### src/rtl/lsu_mem_stage_pkg.sv
// Shared constants for the load/store unit: funct3 codes, FSM states, reset value.
package lsu_mem_stage_pkg;

  localparam logic [63:0] DataZero = '0;

  // Load funct3 codes
  localparam logic [2:0] F3_LB  = 3'd0;
  localparam logic [2:0] F3_LH  = 3'd1;
  localparam logic [2:0] F3_LW  = 3'd2;
  localparam logic [2:0] F3_LD  = 3'd3;
  localparam logic [2:0] F3_LBU = 3'd4;
  localparam logic [2:0] F3_LHU = 3'd5;
  localparam logic [2:0] F3_LWU = 3'd6;

  // Store funct3 codes
  localparam logic [2:0] F3_SB  = 3'd0;
  localparam logic [2:0] F3_SH  = 3'd1;
  localparam logic [2:0] F3_SW  = 3'd2;
  localparam logic [2:0] F3_SD  = 3'd3;

  typedef enum logic [1:0] {
    ST_IDLE = 2'd0,
    ST_REQ  = 2'd1,
    ST_WAIT = 2'd2,
    ST_RESP = 2'd3
  } lsu_state_t;

endpackage

### src/rtl/lsu_align.sv
// Combinational access shaping: legality check, byte enables, store lane
// replication and load shift with sign/zero extension.
module lsu_align
  import lsu_mem_stage_pkg::*;
#(
  parameter int XLEN = 64
) (
  input  logic            mem_write,
  input  logic [2:0]      funct3,
  input  logic [2:0]      off,
  input  logic [XLEN-1:0] wdata,
  input  logic [XLEN-1:0] mem_rdata,
  output logic            fault,
  output logic [7:0]      be,
  output logic [XLEN-1:0] wdata_rep,
  output logic [XLEN-1:0] load_data
);

  logic [1:0]      size;
  logic            illegal;
  logic            misaligned;
  logic [XLEN-1:0] shifted;

  assign size = funct3[1:0];

  // Illegal codes and natural-alignment violations
  always_comb begin
    illegal = mem_write ? funct3[2] : (funct3 == 3'd7);
    case (size)
      2'd1:    misaligned = off[0];
      2'd2:    misaligned = |off[1:0];
      2'd3:    misaligned = |off;
      default: misaligned = 1'b0;
    endcase
    fault = illegal | misaligned;
  end

  // Byte enables and replicated store data by access size
  always_comb begin
    case (size)
      2'd0: begin
        be        = 8'h01 << off;
        wdata_rep = {8{wdata[7:0]}};
      end
      2'd1: begin
        be        = 8'h03 << off;
        wdata_rep = {4{wdata[15:0]}};
      end
      2'd2: begin
        be        = 8'h0F << off;
        wdata_rep = {2{wdata[31:0]}};
      end
      default: begin
        be        = 8'hFF;
        wdata_rep = wdata;
      end
    endcase
  end

  assign shifted = mem_rdata >> {off, 3'b000};

  // Load extension by funct3
  always_comb begin
    case (funct3)
      F3_LB:   load_data = {{56{shifted[7]}}, shifted[7:0]};
      F3_LH:   load_data = {{48{shifted[15]}}, shifted[15:0]};
      F3_LW:   load_data = {{32{shifted[31]}}, shifted[31:0]};
      F3_LBU:  load_data = {56'd0, shifted[7:0]};
      F3_LHU:  load_data = {48'd0, shifted[15:0]};
      F3_LWU:  load_data = {32'd0, shifted[31:0]};
      default: load_data = shifted;
    endcase
  end

endmodule

### src/rtl/lsu_mem_stage.sv
// Multi-cycle load/store unit: request/grant/response FSM with registered outputs.
module lsu_mem_stage
  import lsu_mem_stage_pkg::*;
#(
  parameter int XLEN   = 64,
  parameter int ADDR_W = 64
) (
  input  logic              clk,
  input  logic              rst_n,
  input  logic              start,
  input  logic              mem_write,
  input  logic [2:0]        funct3,
  input  logic [ADDR_W-1:0] addr,
  input  logic [XLEN-1:0]   wdata,
  output logic              busy,
  output logic              done,
  output logic              err,
  output logic [XLEN-1:0]   rdata,
  output logic              dmem_req,
  output logic              dmem_we,
  output logic [ADDR_W-1:0] dmem_addr,
  output logic [7:0]        dmem_be,
  output logic [XLEN-1:0]   dmem_wdata,
  input  logic              dmem_gnt,
  input  logic              dmem_rvalid,
  input  logic [XLEN-1:0]   dmem_rdata
);

  lsu_state_t        state, state_n;
  logic              wr_q, wr_n;
  logic [2:0]        f3_q, f3_n;
  logic [2:0]        off_q, off_n;
  logic              req_n, we_n, done_n, err_n;
  logic [ADDR_W-1:0] addr_n;
  logic [7:0]        be_n;
  logic [XLEN-1:0]   wd_n, rdata_n;

  logic              al_write;
  logic [2:0]        al_f3;
  logic [2:0]        al_off;
  logic              al_fault;
  logic [7:0]        al_be;
  logic [XLEN-1:0]   al_wdata;
  logic [XLEN-1:0]   al_load;

  // In IDLE the aligner sees the live request; afterwards the captured one
  assign al_write = (state == ST_IDLE) ? mem_write : wr_q;
  assign al_f3    = (state == ST_IDLE) ? funct3    : f3_q;
  assign al_off   = (state == ST_IDLE) ? addr[2:0] : off_q;

  lsu_align #(.XLEN(XLEN)) u_align (
    .mem_write (al_write),
    .funct3    (al_f3),
    .off       (al_off),
    .wdata     (wdata),
    .mem_rdata (dmem_rdata),
    .fault     (al_fault),
    .be        (al_be),
    .wdata_rep (al_wdata),
    .load_data (al_load)
  );

  assign busy = (state != ST_IDLE);

  // Next-state and next-output decode
  always_comb begin
    state_n = state;
    wr_n    = wr_q;
    f3_n    = f3_q;
    off_n   = off_q;
    req_n   = dmem_req;
    we_n    = dmem_we;
    addr_n  = dmem_addr;
    be_n    = dmem_be;
    wd_n    = dmem_wdata;
    rdata_n = rdata;
    done_n  = 1'b0;
    err_n   = 1'b0;
    case (state)
      ST_IDLE: begin
        if (start) begin
          wr_n  = mem_write;
          f3_n  = funct3;
          off_n = addr[2:0];
          if (al_fault) begin
            state_n = ST_RESP;
            done_n  = 1'b1;
            err_n   = 1'b1;
          end else begin
            state_n = ST_REQ;
            req_n   = 1'b1;
            we_n    = mem_write;
            addr_n  = {addr[ADDR_W-1:3], 3'b000};
            be_n    = al_be;
            wd_n    = al_wdata;
          end
        end
      end
      ST_REQ: begin
        if (dmem_gnt) begin
          req_n = 1'b0;
          // Grant and response together complete exactly like WAIT would
          if (dmem_rvalid) begin
            state_n = ST_RESP;
            done_n  = 1'b1;
            if (!wr_q) rdata_n = al_load;
          end else begin
            state_n = ST_WAIT;
          end
        end
      end
      ST_WAIT: begin
        if (dmem_rvalid) begin
          state_n = ST_RESP;
          done_n  = 1'b1;
          if (!wr_q) rdata_n = al_load;
        end
      end
      default: begin
        state_n = ST_IDLE;
      end
    endcase
  end

  // State and output registers
  always_ff @(posedge clk or negedge rst_n) begin
    if (!rst_n) begin
      state      <= ST_IDLE;
      wr_q       <= 1'b0;
      f3_q       <= '0;
      off_q      <= '0;
      dmem_req   <= 1'b0;
      dmem_we    <= 1'b0;
      dmem_addr  <= '0;
      dmem_be    <= '0;
      dmem_wdata <= DataZero;
      rdata      <= DataZero;
      done       <= 1'b0;
      err        <= 1'b0;
    end else begin
      state      <= state_n;
      wr_q       <= wr_n;
      f3_q       <= f3_n;
      off_q      <= off_n;
      dmem_req   <= req_n;
      dmem_we    <= we_n;
      dmem_addr  <= addr_n;
      dmem_be    <= be_n;
      dmem_wdata <= wd_n;
      rdata      <= rdata_n;
      done       <= done_n;
      err        <= err_n;
    end
  end

endmodule

### config.mk
export PLATFORM = sky130hd
export DESIGN_NAME = lsu_mem_stage
export DESIGN_NICKNAME = d
export VERILOG_FILES = /design/src/rtl/lsu_mem_stage_pkg.sv /design/src/rtl/lsu_align.sv /design/src/rtl/lsu_mem_stage.sv
export SDC_FILE = /design/constraint.sdc
export NUM_CORES = 1
export LEC_CHECK = 0
export CAP_MARGIN = 20
export CORE_ASPECT_RATIO = 2
export CORE_MARGIN = 2
export CORE_UTILIZATION = 45
export CTS_CLUSTER_DIAMETER = 100
export DETAILED_ROUTE_END_ITERATION = 8
export PLACE_DENSITY = 0.8
export SLEW_MARGIN = 20
export SYNTH_ARGS = -nofsm -noshare
export SYNTH_HDL_FRONTEND = slang
export SYNTH_HIERARCHICAL = 1
export SYNTH_SLANG_ARGS = --single-unit
### constraint.sdc
create_clock -name clk -period 4.9 [get_ports clk]
set_input_delay 1.47 -clock clk [delete_from_list [all_inputs] [get_ports clk]]
set_output_delay 1.47 -clock clk [all_outputs]
set_load 0.02 [all_outputs]
==> impl_metrics.ini <==
[worst_setup_path]
startpoint_type = primary input
cp_max_fo = 85
path_common_cell = mux2_2
crit_type = in -> reg
critPathSlowestCell = buf_4
cp-end-kind = flip-flop
critical_path_required_ns = 5.29
arrival_ns = 4.76
path_cells = clkdlybuf4s50_1 -> mux2_2 -> inv_1 -> ha_1 -> nor2_1 -> o21ba_2 -> nor3_1 -> a221o_1 -> nand3b_1 -> buf_4 -> mux2_2
max_stage_delay_ns = 0.85

[yosys]
synth_edf_count = 0
synth_top_area_cell = dfrtp_1
syn_area_per_cell_sq_um = 11.4
synth_ff_type = dfrtp_1
ys_ff_latch = 210
async_reset_ff_frac = 1.00
synth_warnings = 6
yosysSeqAreaShare = 0.460
synth_most_common_cell = mux2_2
synthTopCellsByArea = dfrtp_1 46%, mux2_2 22%, mux2i_1 5.3%, nand2_1 3.2%, o21ai_0 2.7%
syn_area_sq_mm = 0.0114
synth_cells = 1006
synth_top_area_share = 0.460
netlist-cell-type-count = 50
synthTopCellsByCount = 228 x mux2_2, 210 x dfrtp_1, 96 x nand2_1, 61 x o21ai_0, 60 x mux2i_1

[power_and_ir_drop]
power_leakage_nw = 7.23
peakVddDrop_uv = 469
p_per_area_mw_per_mm2 = 779

[floorplanning]
die_height_um = 229
core.rowCount = 82
start_util = 0.457
die-area_sq_mm = 0.0268
chipWidth_um = 117
fp.coreArea_sq_mm = 0.0250
io_pins = 406

[global_route]
grt_max_degree = 114
grt_busiest_layer = met2
use_met2 = 0.560
use_met3 = 0.0548
grt_pass1_vias = 10400
grt_use_total = 0.298
antenna_found_initial = 1
grt_first_pass_wirelength_mm = 60.1
grt_use_met1 = 0.286
grt.overflow.total = 0

[cts]
cts_tree = built
cts_setup_buffers = 0
clk_pin_slew_ns = 0.06
clock_latency_ns = 0.51
cts_buffers = 21
htree_levels = 1
ctsLongestPathBuffers = 3
cts_resized = 0
cts.sinks = 210
clockRootBuffer = clkbuf_16
hold_buffers = 0

[drt]
wl_mm = 40.3
vias_per_cell = 5.53
first_pass_iters = 6
detail-route-antenna-nets = 0
routed-via-count = 9546
drt_iter0_drc = 687
routedWlPerCell_um = 23.4
drc = 0

[sta]
finalHoldViolCount = 0
clock.fmax_ghz = 0.229
min_period_ns = 4.37
max_slew.worst_pin.slew_ns = 1.13
setup_viol = 0
finalCritPeriodShare = 0.892
slew_headroom = 0.246
rsz0062_at_grt = no
tns_ns = 0
slew_viol_final = 0
skew_ns = 0.00741

[final_layout]
syn_to_final_growth_pct = 42.5
nets = 1590
drive_above_1_share = 0.232
final_cells = 1725

[job]
maxCapViolCount = 0

[status]
outcome = completed

[placed_design]
place_congestion = 0.977
portBuffers = 402
place_inst = 1689
detailed_place_hpwl_mm = 30.5

[worst_hold_path]
hold_class = reg -> reg
sequential cells by signal (all words and copies together) (netlist names):
register and flops:
dmem_addr 61, dmem_be 8, dmem_req 1, dmem_wdata 64
dmem_we 1, done 1, err 1, f3_q 3
off_q 3, rdata 64, state 2, wr_q 1
layout by cell type, fill, tap and decap left out, drive strengths merged, types with 3 or more instances in the layout:
cell type	instances
nor2	37
and3	7
a22o	8
ha	13
dfrtp	210
a22oi	11
nand2b	21
o21bai	6
or2	3
buf	29
mux2	236
mux2i	60
clkinv	5
conb	3
clkdlybuf4s50	401
o21ai	61
a21boi	8
mux4	5
inv	21
nor2b	8
o22ai	4
clkbuf	29
a31oi	10
o211ai	3
nand3	35
a21oi	31
a211o	3
nand2	96
o2bb2ai	4
and2	3
power breakdown:
part	internal, mW	switching (mW)
Sequential	2.57	0.464
Combinational	3.75	4.39
Clock	0.833	0.690
metal layers:
metal	vias up	wire length, um
li1	4274	-
met3	120	2530
met2	457	22100
met1	4695	12700
met5	-	0
met4	0	2950
through the flow:
stage	util	total power [mW]	hold slack, ns	instance area (sq um)	setup WS (ns)
4_1_cts	0.651	12.7	0.494	16300	0.587
3_3_place_gp	0.626	10.9	0.473	15700	0.110
3_5_place_dp	0.626	11.1	0.478	15700	0.0622
5_1_grt	0.651	13.4	0.509	16300	0.391
2_1_floorplan	-	7.91	0.475	11400	0.871
6_report	0.651	12.7	0.490	16300	0.529
cells by family (layout without fill, tap and decap cells):
| kind of cell | Yosys count | after routing | synth area share |
|---|---|---|---|
| AO/OA/AOI/OAI | 159 | 159 | 0.0860 |
| adder cells (fa/ha/maj) | 13 | 13 | 0.0142 |
| buffers and inverters | 107 | 487 | 0.0493 |
| flip-flops | 210 | 210 | 0.460 |
| multiplexers | 301 | 301 | 0.295 |
| other | 1 | 4 | 0.000328 |
| AND/OR/NAND/NOR | 215 | 215 | 0.0951 |
area by class of cell:
type	instances	area, sq um
clock buffer	29	586
inverter	22	82.6
clock inverter	6	35.0
timing repair buffer	430	4280
fill	1997	8740
antenna	1	2.50
sequential	210	5260
tap	336	420
multi-input combinational	691	5640
worst paths after layout:
check,cells past startpoint,end,slack (ns),start
max,11,dmem_wdata[57]$_DFFE_PN0P_,0.53,funct3[0]
min,1,rdata[12]$_DFFE_PN0P_,0.49,rdata[12]$_DFFE_PN0P_
max reg2reg,12,dmem_wdata[57]$_DFFE_PN0P_,0.80,state[1]$_DFFE_PN0P_
min reg2reg,1,rdata[12]$_DFFE_PN0P_,0.49,rdata[12]$_DFFE_PN0P_
max in group asynchronous,2,dmem_be[6]$_DFFE_PN0P_,2.88,rst_n
min in group asynchronous,1,dmem_wdata[21]$_DFFE_PN0P_,1.00,rst_n
critical path: cells and delay by family:
kind	cells	cell delay [ns]
AND/OR/NAND/NOR	3	0.36
multiplexers	2	0.76
buffers and inverters	3	1.46
adder cells (fa/ha/maj)	1	0.21
AO/OA/AOI/OAI	2	0.42
Note: power is estimated with default switching activity, not from simulation.
